[src/rtl/bw_switch_ctrl_if.sv]
// Bandwidth-switch control bundle.
//
// Groups the request side (bw_req, bw_req_vld), the link-layer status
// (lt_idle) and everything the controller drives back (spm_bw_sel,
// clk_gate_en, lt_hold, busy, bw_switch_done, bw_switch_err).
//
// Handshake: bw_req_vld is a single-cycle strobe. There is no ready;
// a strobe is always accepted. It either starts a switch when the
// controller is idle, or overwrites the single pending slot while busy.
//
// Modports:
//   slave  - the controller (bw_switch_ctrl)
//   master - the requester / link layer side
interface bw_switch_ctrl_if;
  logic [1:0] bw_req;
  logic       bw_req_vld;
  logic       lt_idle;
  logic [1:0] spm_bw_sel;
  logic       clk_gate_en;
  logic       lt_hold;
  logic       busy;
  logic       bw_switch_done;
  logic       bw_switch_err;

  modport slave (
    input  bw_req,
    input  bw_req_vld,
    input  lt_idle,
    output spm_bw_sel,
    output clk_gate_en,
    output lt_hold,
    output busy,
    output bw_switch_done,
    output bw_switch_err
  );

  modport master (
    output bw_req,
    output bw_req_vld,
    output lt_idle,
    input  spm_bw_sel,
    input  clk_gate_en,
    input  lt_hold,
    input  busy,
    input  bw_switch_done,
    input  bw_switch_err
  );
endinterface

[src/rtl/bw_switch_ctrl.sv]
// Link-clock bandwidth switch controller.
//
// Sequences a glitch-free change of the link-clock mux select: stop link
// traffic (lt_hold), wait for the link to drain (lt_idle), gate the link
// clock, change the select, let the mux settle, ungate, and pulse done.
// Requests arriving while a switch is in flight are kept in a one-entry
// pending slot (last strobe wins) and serviced from DONE.
//
// Parameters:
//   GATE_CYC    - cycles the gate stays closed before the select changes (>=1)
//   SETTLE_CYC  - cycles after the select change before the gate reopens (>=1)
//   TIMEOUT_CYC - maximum HOLD wait for lt_idle (timeout build only)
//
// Ports:
//   clk       - block clock, rising edge
//   rst       - asynchronous active-high reset
//   bus       - bw_switch_ctrl_if.slave (request, lt_idle, select and status)
//   state_dbg - current FSM state encoding
//
// Optional feature: define BW_SW_TIMEOUT_EN to abort a HOLD that waits
// TIMEOUT_CYC cycles without lt_idle (pulses bw_switch_err). Without it
// HOLD waits forever and bw_switch_err is constant 0.
module bw_switch_ctrl #(
  parameter int GATE_CYC    = 4,
  parameter int SETTLE_CYC  = 8,
  parameter int TIMEOUT_CYC = 1024
) (
  input  logic               clk,
  input  logic               rst,
  bw_switch_ctrl_if.slave    bus,
  output logic [2:0]         state_dbg
);

  localparam int MAX_AB  = (GATE_CYC > SETTLE_CYC) ? GATE_CYC : SETTLE_CYC;
  localparam int MAX_CYC = (MAX_AB > TIMEOUT_CYC) ? MAX_AB : TIMEOUT_CYC;
  localparam int CNT_W   = $clog2(MAX_CYC + 1);

  typedef enum logic [2:0] {
    ST_IDLE   = 3'd0,
    ST_HOLD   = 3'd1,
    ST_GATE   = 3'd2,
    ST_SWITCH = 3'd3,
    ST_UNGATE = 3'd4,
    ST_DONE   = 3'd5
  } state_t;

  state_t           state, state_n;
  logic [CNT_W-1:0] cnt;
  logic [1:0]       sel_q;
  logic [1:0]       tgt_q, tgt_n;
  logic [1:0]       pend_q;
  logic             pend_vld_q;
  logic             gate_en_q, hold_q, busy_q, done_q;
  logic             tmo;

  // A strobe landing in the DONE cycle itself is folded into the pending
  // decision so it is not lost when DONE clears the slot.
  logic [1:0]       pend_eff;
  logic             pend_eff_vld;

  assign pend_eff     = bus.bw_req_vld ? bus.bw_req : pend_q;
  assign pend_eff_vld = bus.bw_req_vld | pend_vld_q;

  // Next-state logic.
  always_comb begin
    state_n = state;
    tgt_n   = tgt_q;
    tmo     = 1'b0;
    case (state)
      ST_IDLE: begin
        if (bus.bw_req_vld) begin
          if (bus.bw_req != sel_q) begin
            tgt_n   = bus.bw_req;
            state_n = ST_HOLD;
          end else begin
            state_n = ST_DONE;
          end
        end
      end
      ST_HOLD: begin
        if (bus.lt_idle) begin
          state_n = ST_GATE;
        end
`ifdef BW_SW_TIMEOUT_EN
        else if (cnt == CNT_W'(TIMEOUT_CYC - 1)) begin
          tmo     = 1'b1;
          state_n = ST_IDLE;
        end
`endif
      end
      ST_GATE: begin
        if (cnt == CNT_W'(GATE_CYC - 1)) state_n = ST_SWITCH;
      end
      ST_SWITCH: begin
        if (cnt == CNT_W'(SETTLE_CYC - 1)) state_n = ST_UNGATE;
      end
      ST_UNGATE: begin
        state_n = ST_DONE;
      end
      ST_DONE: begin
        // sel_q already holds the new code here, so an equal pending
        // request needs no second pass.
        if (pend_eff_vld && (pend_eff != sel_q)) begin
          tgt_n   = pend_eff;
          state_n = ST_HOLD;
        end else begin
          state_n = ST_IDLE;
        end
      end
      default: state_n = ST_IDLE;
    endcase
  end

  // State, target and per-state counter. The counter restarts on every
  // state change and saturates so an unbounded HOLD cannot wrap it.
  always_ff @(posedge clk or posedge rst) begin
    if (rst) begin
      state <= ST_IDLE;
      tgt_q <= 2'b00;
      cnt   <= '0;
    end else begin
      state <= state_n;
      tgt_q <= tgt_n;
      if (state_n != state) begin
        cnt <= '0;
      end else if (cnt != {CNT_W{1'b1}}) begin
        cnt <= cnt + 1'b1;
      end
    end
  end

  // Pending slot: written by strobes while busy, emptied by DONE or abort.
  always_ff @(posedge clk or posedge rst) begin
    if (rst) begin
      pend_q     <= 2'b00;
      pend_vld_q <= 1'b0;
    end else if ((state == ST_DONE) || tmo) begin
      pend_vld_q <= 1'b0;
    end else if ((state != ST_IDLE) && bus.bw_req_vld) begin
      pend_q     <= bus.bw_req;
      pend_vld_q <= 1'b1;
    end
  end

  // Select only moves on entry to SWITCH; the gate has been closed since
  // entry to GATE, so the mux never sees a running clock when it flips.
  always_ff @(posedge clk or posedge rst) begin
    if (rst) begin
      sel_q <= 2'b00;
    end else if ((state_n == ST_SWITCH) && (state != ST_SWITCH)) begin
      sel_q <= tgt_q;
    end
  end

  // Outputs are registered from the next state so the clock-gate enable
  // comes straight off a flop and cannot glitch.
  always_ff @(posedge clk or posedge rst) begin
    if (rst) begin
      gate_en_q <= 1'b1;
      hold_q    <= 1'b0;
      busy_q    <= 1'b0;
      done_q    <= 1'b0;
    end else begin
      gate_en_q <= !((state_n == ST_GATE) || (state_n == ST_SWITCH));
      hold_q    <= (state_n == ST_HOLD)   || (state_n == ST_GATE) ||
                   (state_n == ST_SWITCH) || (state_n == ST_UNGATE);
      busy_q    <= (state_n != ST_IDLE);
      done_q    <= (state_n == ST_DONE);
    end
  end

`ifdef BW_SW_TIMEOUT_EN
  logic err_q;
  always_ff @(posedge clk or posedge rst) begin
    if (rst) err_q <= 1'b0;
    else     err_q <= tmo;
  end
  assign bus.bw_switch_err = err_q;
`else
  assign bus.bw_switch_err = 1'b0;
`endif

  assign bus.spm_bw_sel     = sel_q;
  assign bus.clk_gate_en    = gate_en_q;
  assign bus.lt_hold        = hold_q;
  assign bus.busy           = busy_q;
  assign bus.bw_switch_done = done_q;
  assign state_dbg          = state;

endmodule

[src/flat_wrapper.sv]
// flat-port wrapper written by rule: the top's interface ports become plain ports
module bw_switch_ctrl_flat 
#(
  parameter int GATE_CYC    = 4,
  parameter int SETTLE_CYC  = 8,
  parameter int TIMEOUT_CYC = 1024
)
  (clk, rst, state_dbg, bus_bw_req, bus_bw_req_vld, bus_lt_idle, bus_spm_bw_sel, bus_clk_gate_en, bus_lt_hold, bus_busy, bus_bw_switch_done, bus_bw_switch_err);
  bw_switch_ctrl_if bus_i ();
  input  logic clk;
  input  logic rst;
  output logic [2:0] state_dbg;
  input wire logic [$bits(bus_i.bw_req)-1:0] bus_bw_req;
  input wire logic [$bits(bus_i.bw_req_vld)-1:0] bus_bw_req_vld;
  input wire logic [$bits(bus_i.lt_idle)-1:0] bus_lt_idle;
  output wire logic [$bits(bus_i.spm_bw_sel)-1:0] bus_spm_bw_sel;
  output wire logic [$bits(bus_i.clk_gate_en)-1:0] bus_clk_gate_en;
  output wire logic [$bits(bus_i.lt_hold)-1:0] bus_lt_hold;
  output wire logic [$bits(bus_i.busy)-1:0] bus_busy;
  output wire logic [$bits(bus_i.bw_switch_done)-1:0] bus_bw_switch_done;
  output wire logic [$bits(bus_i.bw_switch_err)-1:0] bus_bw_switch_err;
  assign bus_i.bw_req = bus_bw_req;
  assign bus_i.bw_req_vld = bus_bw_req_vld;
  assign bus_i.lt_idle = bus_lt_idle;
  assign bus_spm_bw_sel = bus_i.spm_bw_sel;
  assign bus_clk_gate_en = bus_i.clk_gate_en;
  assign bus_lt_hold = bus_i.lt_hold;
  assign bus_busy = bus_i.busy;
  assign bus_bw_switch_done = bus_i.bw_switch_done;
  assign bus_bw_switch_err = bus_i.bw_switch_err;
  bw_switch_ctrl #(.GATE_CYC(GATE_CYC), .SETTLE_CYC(SETTLE_CYC), .TIMEOUT_CYC(TIMEOUT_CYC)) u_core (.clk(clk), .rst(rst), .bus(bus_i), .state_dbg(state_dbg));
endmodule
[config.mk]
export PLATFORM = sky130hd
export DESIGN_NAME = bw_switch_ctrl_flat
export DESIGN_NICKNAME = d
export VERILOG_FILES = /design/src/rtl/bw_switch_ctrl_if.sv /design/src/rtl/bw_switch_ctrl.sv /design/src/flat_wrapper.sv
export SDC_FILE = /design/constraint.sdc
export NUM_CORES = 1
export LEC_CHECK = 0
export CELL_PAD_IN_SITES_DETAIL_PLACEMENT = 1
export CELL_PAD_IN_SITES_GLOBAL_PLACEMENT = 2
export CORE_MARGIN = 5
export CORE_UTILIZATION = 35
export CTS_CLUSTER_DIAMETER = 40
export DETAILED_ROUTE_END_ITERATION = 12
export PLACE_DENSITY_LB_ADDON = 0.1
export SETUP_SLACK_MARGIN = 0.15
export SYNTH_ARGS = -nofsm -noshare
export SYNTH_HDL_FRONTEND = slang
export SYNTH_SLANG_ARGS = --single-unit
[constraint.sdc]
create_clock -name clk -period 2.27 [get_ports clk]
set_input_delay 0.3405 -clock clk [delete_from_list [all_inputs] [get_ports clk]]
set_output_delay 0.3405 -clock clk [all_outputs]
set_load 0.02 [all_outputs]
Word-level counts from Yosys, hierarchy flattened
Index checks and enable logic that the tools add are counted.
Widths: inputs -> output; s select.
{ "totals": {"regBits": 25, "inputBits": 6, "out_inout_bits": 10, "elab_cells": 65} }
{ "op_classes": {"add_sub_neg": 1, "n_eq_ne": 20, "mux": 16, "n_bitwise": 2, "n_reduce_logical": 16} }
{ "ops": {"columns": ["op", "n"], "rows": [
  ["$mux 11", 2],
  ["$pmux 3 s6", 1],
  ["$mux 3", 5],
  ["$eq 3x2->1 const B", 4],
  ["$eq 3x3->1 const B", 4],
  ["$add 11x1->11 const B", 1],
  ["$eq 11x2->1 const B", 1],
  ["$eq 11x3->1 const B", 1],
  ["$ne 11x11->1 const B", 1],
  ["$mux 2", 4],
  ["$eq 3x1->1 const B", 2],
  ["$reduce_bool 2->1", 3],
  ["$reduce_bool 3->1", 2],
  ["$logic_or 1x1->1", 4],
  ["$ne 2x1->1 const B", 2],
  ["$ne 2x2->1", 2],
  ["$pmux 2 s2", 1],
  ["$reduce_and 4->1", 1],
  ["$logic_and 1x1->1", 3],
  ["$logic_not 3->1", 1],
  ["$mux 1", 3],
  ["$ne 3x2->1 const B", 1],
  ["$ne 3x3->1", 1],
  ["$ne 2x2->1 const B", 1],
  ["other kinds (4)", 4]
]} }

Logic depth before layout (Yosys ltp)
Gate-level depths: netlist of run 1.
{ "depth": {"ltp_word": 9, "ltp_mapped": 7, "ltp_nobuf": 6} }

Worst setup path before layout of run 1
OpenSTA, ideal clock, no wires.
{ "synth_path": {"kind": "flip-flop to flip-flop", "start": "reg u_core.state[1], in the netlist u_core.state_dbg[1]", "end": "reg u_core.tgt_q[0]", "t_arrival_ns": 1.814, "path_slack_ns": 0.330, "path_stages_with_launch": 6, "n_path_buf": 1, "cell_sequence": "dfrtp_1 -> clkbuf_1 -> or4_1 -> a41oi_1 -> o22a_2 -> mux2_4"} }
{ "synth_via": {"elab_chain_cells": 3, "word_cells_on_any_way": 8, "classes_between": "eq/ne (4); mux (1); reduce/logical (3)"} }
{ "synth_lines": {"columns": ["element", "line_no", "text"], "rows": [
  ["start: declaration", "bw_switch_ctrl.sv:47", "state_t state, state_n;"],
  ["start signal: assignment", "bw_switch_ctrl.sv:122", "state <= state_n;"],
  ["$eq 3x3->1 / $logic_not 3->1 (equally long branches)", "bw_switch_ctrl.sv:69", "case (state)"],
  ["$ne 2x1->1 (no source line) (tied with other cells)", null, null],
  ["$reduce_and 4->1 (no source line)", null, null],
  ["end signal: assignment", "bw_switch_ctrl.sv:123", "tgt_q <= tgt_n;"],
  ["end: declaration", "bw_switch_ctrl.sv:50", "logic [1:0] tgt_q, tgt_n;"]
]} }
Several ways; a longest one is shown, not always the timed one.
A chain may end at the register's enable or synchronous reset.

Worst setup path in the final report of run 1
{ "layout_path": {"start": "reg u_core.cnt[10]", "end": "reg u_core.cnt[8]"} }
{ "layout_via": {"elab_chain_cells": 5, "word_cells_on_any_way": 9, "classes_between": "eq/ne (4); mux (4); reduce/logical (1)"} }
{ "layout_lines": {"columns": ["element", "line_no", "text"], "rows": [
  ["start: declaration", "bw_switch_ctrl.sv:48", "logic [CNT_W-1:0] cnt;"],
  ["start signal: assignment", "bw_switch_ctrl.sv:127", "cnt <= cnt + 1'b1;"],
  ["$eq 11x3->1 / $eq 11x2->1 (equally long branches)", "bw_switch_ctrl.sv:95, bw_switch_ctrl.sv:92", null],
  ["$mux 3, on equally long branches", "bw_switch_ctrl.sv:95, bw_switch_ctrl.sv:92", null],
  ["$pmux 3 s6", "bw_switch_ctrl.sv:69", null],
  ["$ne 3x3->1", "bw_switch_ctrl.sv:124", "if (state_n != state) begin"],
  ["$mux 11 / $reduce_bool 2->1 (equally long branches)", null, null]
]} }
Several ways; a longest one is shown, not always the timed one.

==> flow_summary.json, run 1 <==
{
  "antenna_left": 0,
  "final_area_um2": 1750,
  "final-hold-violation-count": 0,
  "yosys_register_bits": 25,
  "final_nets": 176,
  "grt_pass1_wl_um": 5690,
  "antenna_found_initial": 0,
  "power.leakage_nw": 0.716,
  "postPlaceCellArea_um2": 1690,
  "cp-end-kind": "flop",
  "hp-class": "in -> async",
  "r2r-start": "u_core.cnt[10]$_DFFE_PP0P_",
  "critPathArrivalTime_ns": 2.11,
  "async_flop_share_pct": 100,
  "routabilityCongestion": 0.754,
  "r2r_cells": 6,
  "cts-root-buf": "clkbuf_8",
  "vias": 1125,
  "vias_per_cell": 5.16,
  "first_pass_iters": 4,
  "slew_headroom_pct": 57.6,
  "irDropWorstVdd_mv": 0.517,
  "ys.flop_type": "dfrtp_1",
  "finalClockSkew_ns": 0.00257,
  "dpl.hpwl_um": 2510,
  "required_ns": 2.43,
  "final-max-slew-violation-count": 0,
  "cts_made_buffers": 3,
  "cts_buffer_depth": 2,
  "fin_tns_setup_ns": 0,
  "avgSynthCellArea_um2": 9.97,
  "min_period_over_period_pct": 86.1,
  "rsz0062_at_grt": "no",
  "critPathMaxFanout": 7,
  "wl_per_cell_um": 14.9,
  "dpl.cell_count": 214,
  "pin_count": 16,
  "die_area_um2": 5550,
  "clkTransAtPathRegs_ns": 0.08,
  "synthCells": 146,
  "drv_cap": 0,
  "synth_nets": 153,
  "fin_cells": 218,
  "worstMarginPinSlew_ns": 0.632,
  "r2r_slack_ns": 0.32,
  "drc": 0,
  "synth_edf_count": 0,
  "fillers": 472,
  "seq_area_frac_synth_pct": 43.1,
  "cts.sinks": 25,
  "fp.coreArea_um2": 4030,
  "clock_latency_ns": 0.27,
  "drtIter0Drc": 25,
  "post-cts-setup-buffers": 0,
  "max_freq_mhz": 512,
  "r2r_end": "u_core.cnt[8]$_DFFE_PP0P_",
  "cts_tree": "done",
  "first_global_vias": 1182,
  "grt.total_usage_pct": 13.4,
  "start_kind": "flop",
  "antennaDiodeCount": 0,
  "synthesis.area_um2": 1460,
  "outcome": "complete, no violations",
  "cts_hold_buffers": 0,
  "rows": 23,
  "post_synth_num_cell_types": 47,
  "layout-drive-gt1-share_pct": 21.4,
  "cts_max_level": 1,
  "powerDensity_nw_per_um2": 1070,
  "die_x_um": 74.5,
  "finalWorstPathRequiredPeriod_ns": 1.95,
  "syn2layout_area_growth_pct": 20.0,
  "grt.overflow.total": 0,
  "yosysWarnings": 0,
  "routed_wl_um": 3260,
  "initial_core_util_pct": 36.1,
  "die_h_um": 74.5,
  "setup_viol": 0,
  "grt_max_degree": 26,
  "portBuffers": 14,
  "criticalPathCategory": "reg -> reg"
}
==> area by class of cell <==
type                    instances  area (um^2)  area share (%)
flip-flops and latches         25          627            35.9
repair buffers                 25          225            12.9
well taps                      50         62.6            3.58
multi-input cells             110          772            44.2
clock buffers                   4         45.0            2.58
inverters                       4         15.0           0.860
==> sequential cells by signal (all words and copies together) (netlist names) <==
| signal | cells |
|---|---|
| u_core.cnt | 11 |
| u_core.state_dbg | 3 |
| u_core.bus.spm_bw_sel | 2 |
| u_core.pend_q | 2 |
| u_core.tgt_q | 2 |
| u_core.bus.busy | 1 |
| u_core.bus.bw_switch_done | 1 |
| u_core.bus.clk_gate_en | 1 |
| u_core.bus.lt_hold | 1 |
| u_core.pend_vld_q | 1 |
==> metrics by stage <==
stage          utilization [%]  hold slack, ns  setup WS [ns]  power (mW)
2_1_floorplan                -           0.367          0.330        1.29
3_3_place_gp              42.0           0.501       -0.00335        1.60
3_5_place_dp              42.0           0.498        -0.0915        1.62
4_1_cts                   43.1           0.425          0.197        1.90
5_1_grt                   43.4           0.457          0.164        2.03
6_report                  43.4           0.416          0.316        1.87
==> cell families after synthesis <==
kind of cell / share of synthesized area [%]
flops: 43.1
xor+xnor: 6.62
buf+inv: 4.30
mux: 10.4
compound gates: 9.20
fa+ha+maj: 0.860
simple gates: 25.3
other cells: 0.258
==> cell usage after synthesis, drive strengths merged (4+ instances only) <==
library cell	n	area (um^2)
dfrtp	24	601
nor2	19	71.3
nand2	14	52.6
mux2	8	97.6
nor3	7	46.3
xnor2	6	52.6
buf	5	40.0
mux2i	5	53.8
xor2	5	43.8
inv	4	15.0
nand3	4	20.0
==> worst max-delay path by stage <==
stage | to | startpoint | slack (ns)
floorplan | u_core.tgt_q[0]$_DFFE_PP0P_ | u_core.state_dbg[1]$_DFF_PP0_ | 0.33
global placement | u_core.tgt_q[0]$_DFFE_PP0P_ | bus_bw_req_vld | -0.003
detailed placement | u_core.tgt_q[1]$_DFFE_PP0P_ | bus_bw_req_vld | -0.09
CTS | u_core.tgt_q[1]$_DFFE_PP0P_ | bus_bw_req_vld | 0.20
global route | u_core.cnt[8]$_DFFE_PP0P_ | u_core.cnt[3]$_DFFE_PP0P_ | 0.16
finish | u_core.cnt[8]$_DFFE_PP0P_ | u_core.cnt[10]$_DFFE_PP0P_ | 0.32
==> per-layer routing <==
metal / part of all wire (%) / vias up / GRT usage (%)
met5: 0 / - / 0
met4: 1.5 / 0 / 4.35
met1: 46 / 551 / 16.5
li1: - / 558 / -
met2: 50 / 11 / 23.6
met3: 2.6 / 5 / 2.43
==> cell usage in the layout (no fill, tap or decap), drive strengths merged, types with 5 or more instances in the layout <==
| cell type | n |
|---|---|
| buf | 11 |
| clkdlybuf4s50 | 13 |
| dfrtp | 24 |
| mux2 | 8 |
| mux2i | 5 |
| nand2 | 14 |
| nor2 | 19 |
| nor3 | 7 |
| xnor2 | 6 |
| xor2 | 5 |
==> worst max-delay path: stages (launching register included) <==
cell      delay, ns
dfrtp_1        0.44
or4_1          0.65
nor3_4         0.23
o221ai_1       0.14
nand4b_1       0.15
buf_4          0.17
nor2_1         0.06
==> power by group <==
group / switching, mW / internal (mW) / leakage, nW
sequential: 0.114 / 0.573 / 0.309
clock: 0.139 / 0.126 / 0.0228
combinational: 0.481 / 0.442 / 0.384
==> timing repair <==
item | 4_1_cts | 5_1_grt
endpoints found under the hold margin | 0 | 0
endpoints found under the setup margin | 0 | 3
resized for setup | 0 | 2
Power figures use the tool's default switching activity.
==> run 2: changes to the inputs <==
RECOVER_POWER = 25   (was default)
==> flow_summary.json, run 2 (synthesis gave the netlist of run 1 again) <==
{
  "drtIter0Drc": 24,
  "cp-end-kind": "flop",
  "first_global_vias": 1182,
  "final_common_cell": "dfrtp_1",
  "setup_viol": 0,
  "pin_count": 16,
  "cts_tree": "done",
  "die_area_um2": 5550,
  "critPathMaxFanout": 7,
  "final_area_um2": 1740,
  "slew_headroom_pct": 7.72,
  "antenna_left": 0,
  "drc": 0,
  "largest_register": "u_core.cnt",
  "routabilityCongestion": 0.754,
  "rows": 23,
  "path_buf_inv": 1,
  "finalWorstPathRequiredPeriod_ns": 1.95,
  "required_ns": 2.43,
  "final_cell_mix": "24 x dfrtp_1, 19 x nor2_1, 14 x nand2_1",
  "final-max-slew-violation-count": 0,
  "grt_pass1_wl_um": 5690,
  "cts_buffer_depth": 2,
  "fin_ws_ns": 0.316,
  "die_h_um": 74.5,
  "grt.total_usage_pct": 13.4,
  "cp_slowest_cell": "or4_1",
  "wl_per_cell_um": 14.9,
  "clock_latency_ns": 0.27,
  "finalClockSkew_ns": 0.00281,
  "fillers": 472,
  "antennaDiodeCount": 0,
  "clkTransAtPathRegs_ns": 0.08,
  "initial_core_util_pct": 36.1,
  "cts_max_level": 1,
  "die_x_um": 74.5,
  "start_kind": "flop",
  "final_nets": 176,
  "layout-drive-gt1-share_pct": 20.8,
  "rsz0062_at_grt": "no",
  "antenna_found_initial": 0,
  "irDropWorstVdd_mv": 0.516,
  "slowest_delay_ns": 0.65,
  "critPathArrivalTime_ns": 2.11,
  "fp.coreArea_um2": 4030,
  "finalPower_mw": 1.87,
  "outcome": "complete, no violations",
  "crit_chain": "or4_1 > nor3_4 > o221ai_1 > nand4b_1 > buf_4 > nor2_1",
  "hp-class": "reg -> reg",
  "grt.overflow.total": 0,
  "cts.sinks": 25,
  "dpl.hpwl_um": 2510,
  "vias": 1125,
  "cts-root-buf": "clkbuf_8",
  "portBuffers": 14,
  "routed_wl_um": 3260,
  "path_delay_family": "simple AND/OR/NAND/NOR gates",
  "drv_cap": 0,
  "min_period_over_period_pct": 86.1,
  "utilization_pct": 43.3,
  "powerDensity_nw_per_um2": 1070,
  "criticalPathCategory": "reg -> reg",
  "max_freq_mhz": 512,
  "largest_reg_flops": 11,
  "vias_per_cell": 5.16,
  "post-place-ws_ns": -0.0915,
  "final-hold-violation-count": 0,
  "power.leakage_nw": 0.712,
  "cts_made_buffers": 3,
  "postPlaceCellArea_um2": 1690,
  "worstMarginPinSlew_ns": 1.38,
  "syn2layout_area_growth_pct": 19.8,
  "grt_max_degree": 26,
  "first_pass_iters": 4
}
==> run 2: cell types whose count changed in the layout (fill, tap and decap cells not counted), sizes merged <==
cell	change
buf	-1
dlygate4sd3	+1
clkbuf	+1
clkdlybuf4s50	-1
==> run 2: worst paths after layout <==
path / cells after the start / slack (ns) / startpoint / to
worst max-delay path: 6 / 0.32 / u_core.cnt[10]$_DFFE_PP0P_ / u_core.cnt[8]$_DFFE_PP0P_
worst min-delay path: 1 / 0.52 / u_core.tgt_q[0]$_DFFE_PP0P_ / u_core.tgt_q[0]$_DFFE_PP0P_
worst max register to register: 6 / 0.32 / u_core.cnt[10]$_DFFE_PP0P_ / u_core.cnt[8]$_DFFE_PP0P_
worst min register to register: 1 / 0.52 / u_core.tgt_q[0]$_DFFE_PP0P_ / u_core.tgt_q[0]$_DFFE_PP0P_
max in group asynchronous: 3 / 0.50 / rst / u_core.cnt[9]$_DFFE_PP0P_
min in group asynchronous: 3 / 0.96 / rst / u_core.pend_q[0]$_DFFE_PP0P_
==> run 2: cell type report <==
cell class                 instances  area (um^2)  area share, %
multi-input combinational        110          772           44.3
inverter                           4         15.0          0.861
tap                               50         62.6           3.59
clock buffer                       4         45.0           2.58
timing repair buffer              25          221           12.7
sequential                        25          627           36.0
==> run 2: power by group <==
part / switching (mW) / leakage [nW] / internal [mW]
clock network: 0.138 / 0.0228 / 0.126
logic: 0.481 / 0.381 / 0.441
registers: 0.114 / 0.309 / 0.573
total: 0.733 / 0.712 / 1.14
==> run 2: per-layer routing <==
layer,GRT usage [%],share of wire [%],wire (um)
met5,0,0,0
met4,4.35,1.5,48
met3,2.43,2.6,84
met2,23.6,50,1630
met1,16.5,46,1490
==> run 2: repair_timing <==
action / in CTS / in global routing
buffers inserted: 0 / 0
resized for setup: 0 / 2
setup endpoints to repair: 0 / 3
hold buffers: 0 / 0
==> run 2: through the flow <==
stage,hold slack (ns),instances,setup TNS [ns]
CTS,0.425,218,0
global route,0.543,218,0
floorplan,0.367,146,0
finish,0.515,218,0
global placement,0.501,214,-0.00619
detailed placement,0.498,214,-0.173
==> run 3: changes to the inputs <==
GPL_TIMING_DRIVEN = 1   (was default)
SKIP_CTS_REPAIR_TIMING = 1   (was default)
==> results of run 3 <==
Same layout as run 2: the final DEF is identical, and so are final timing and power.
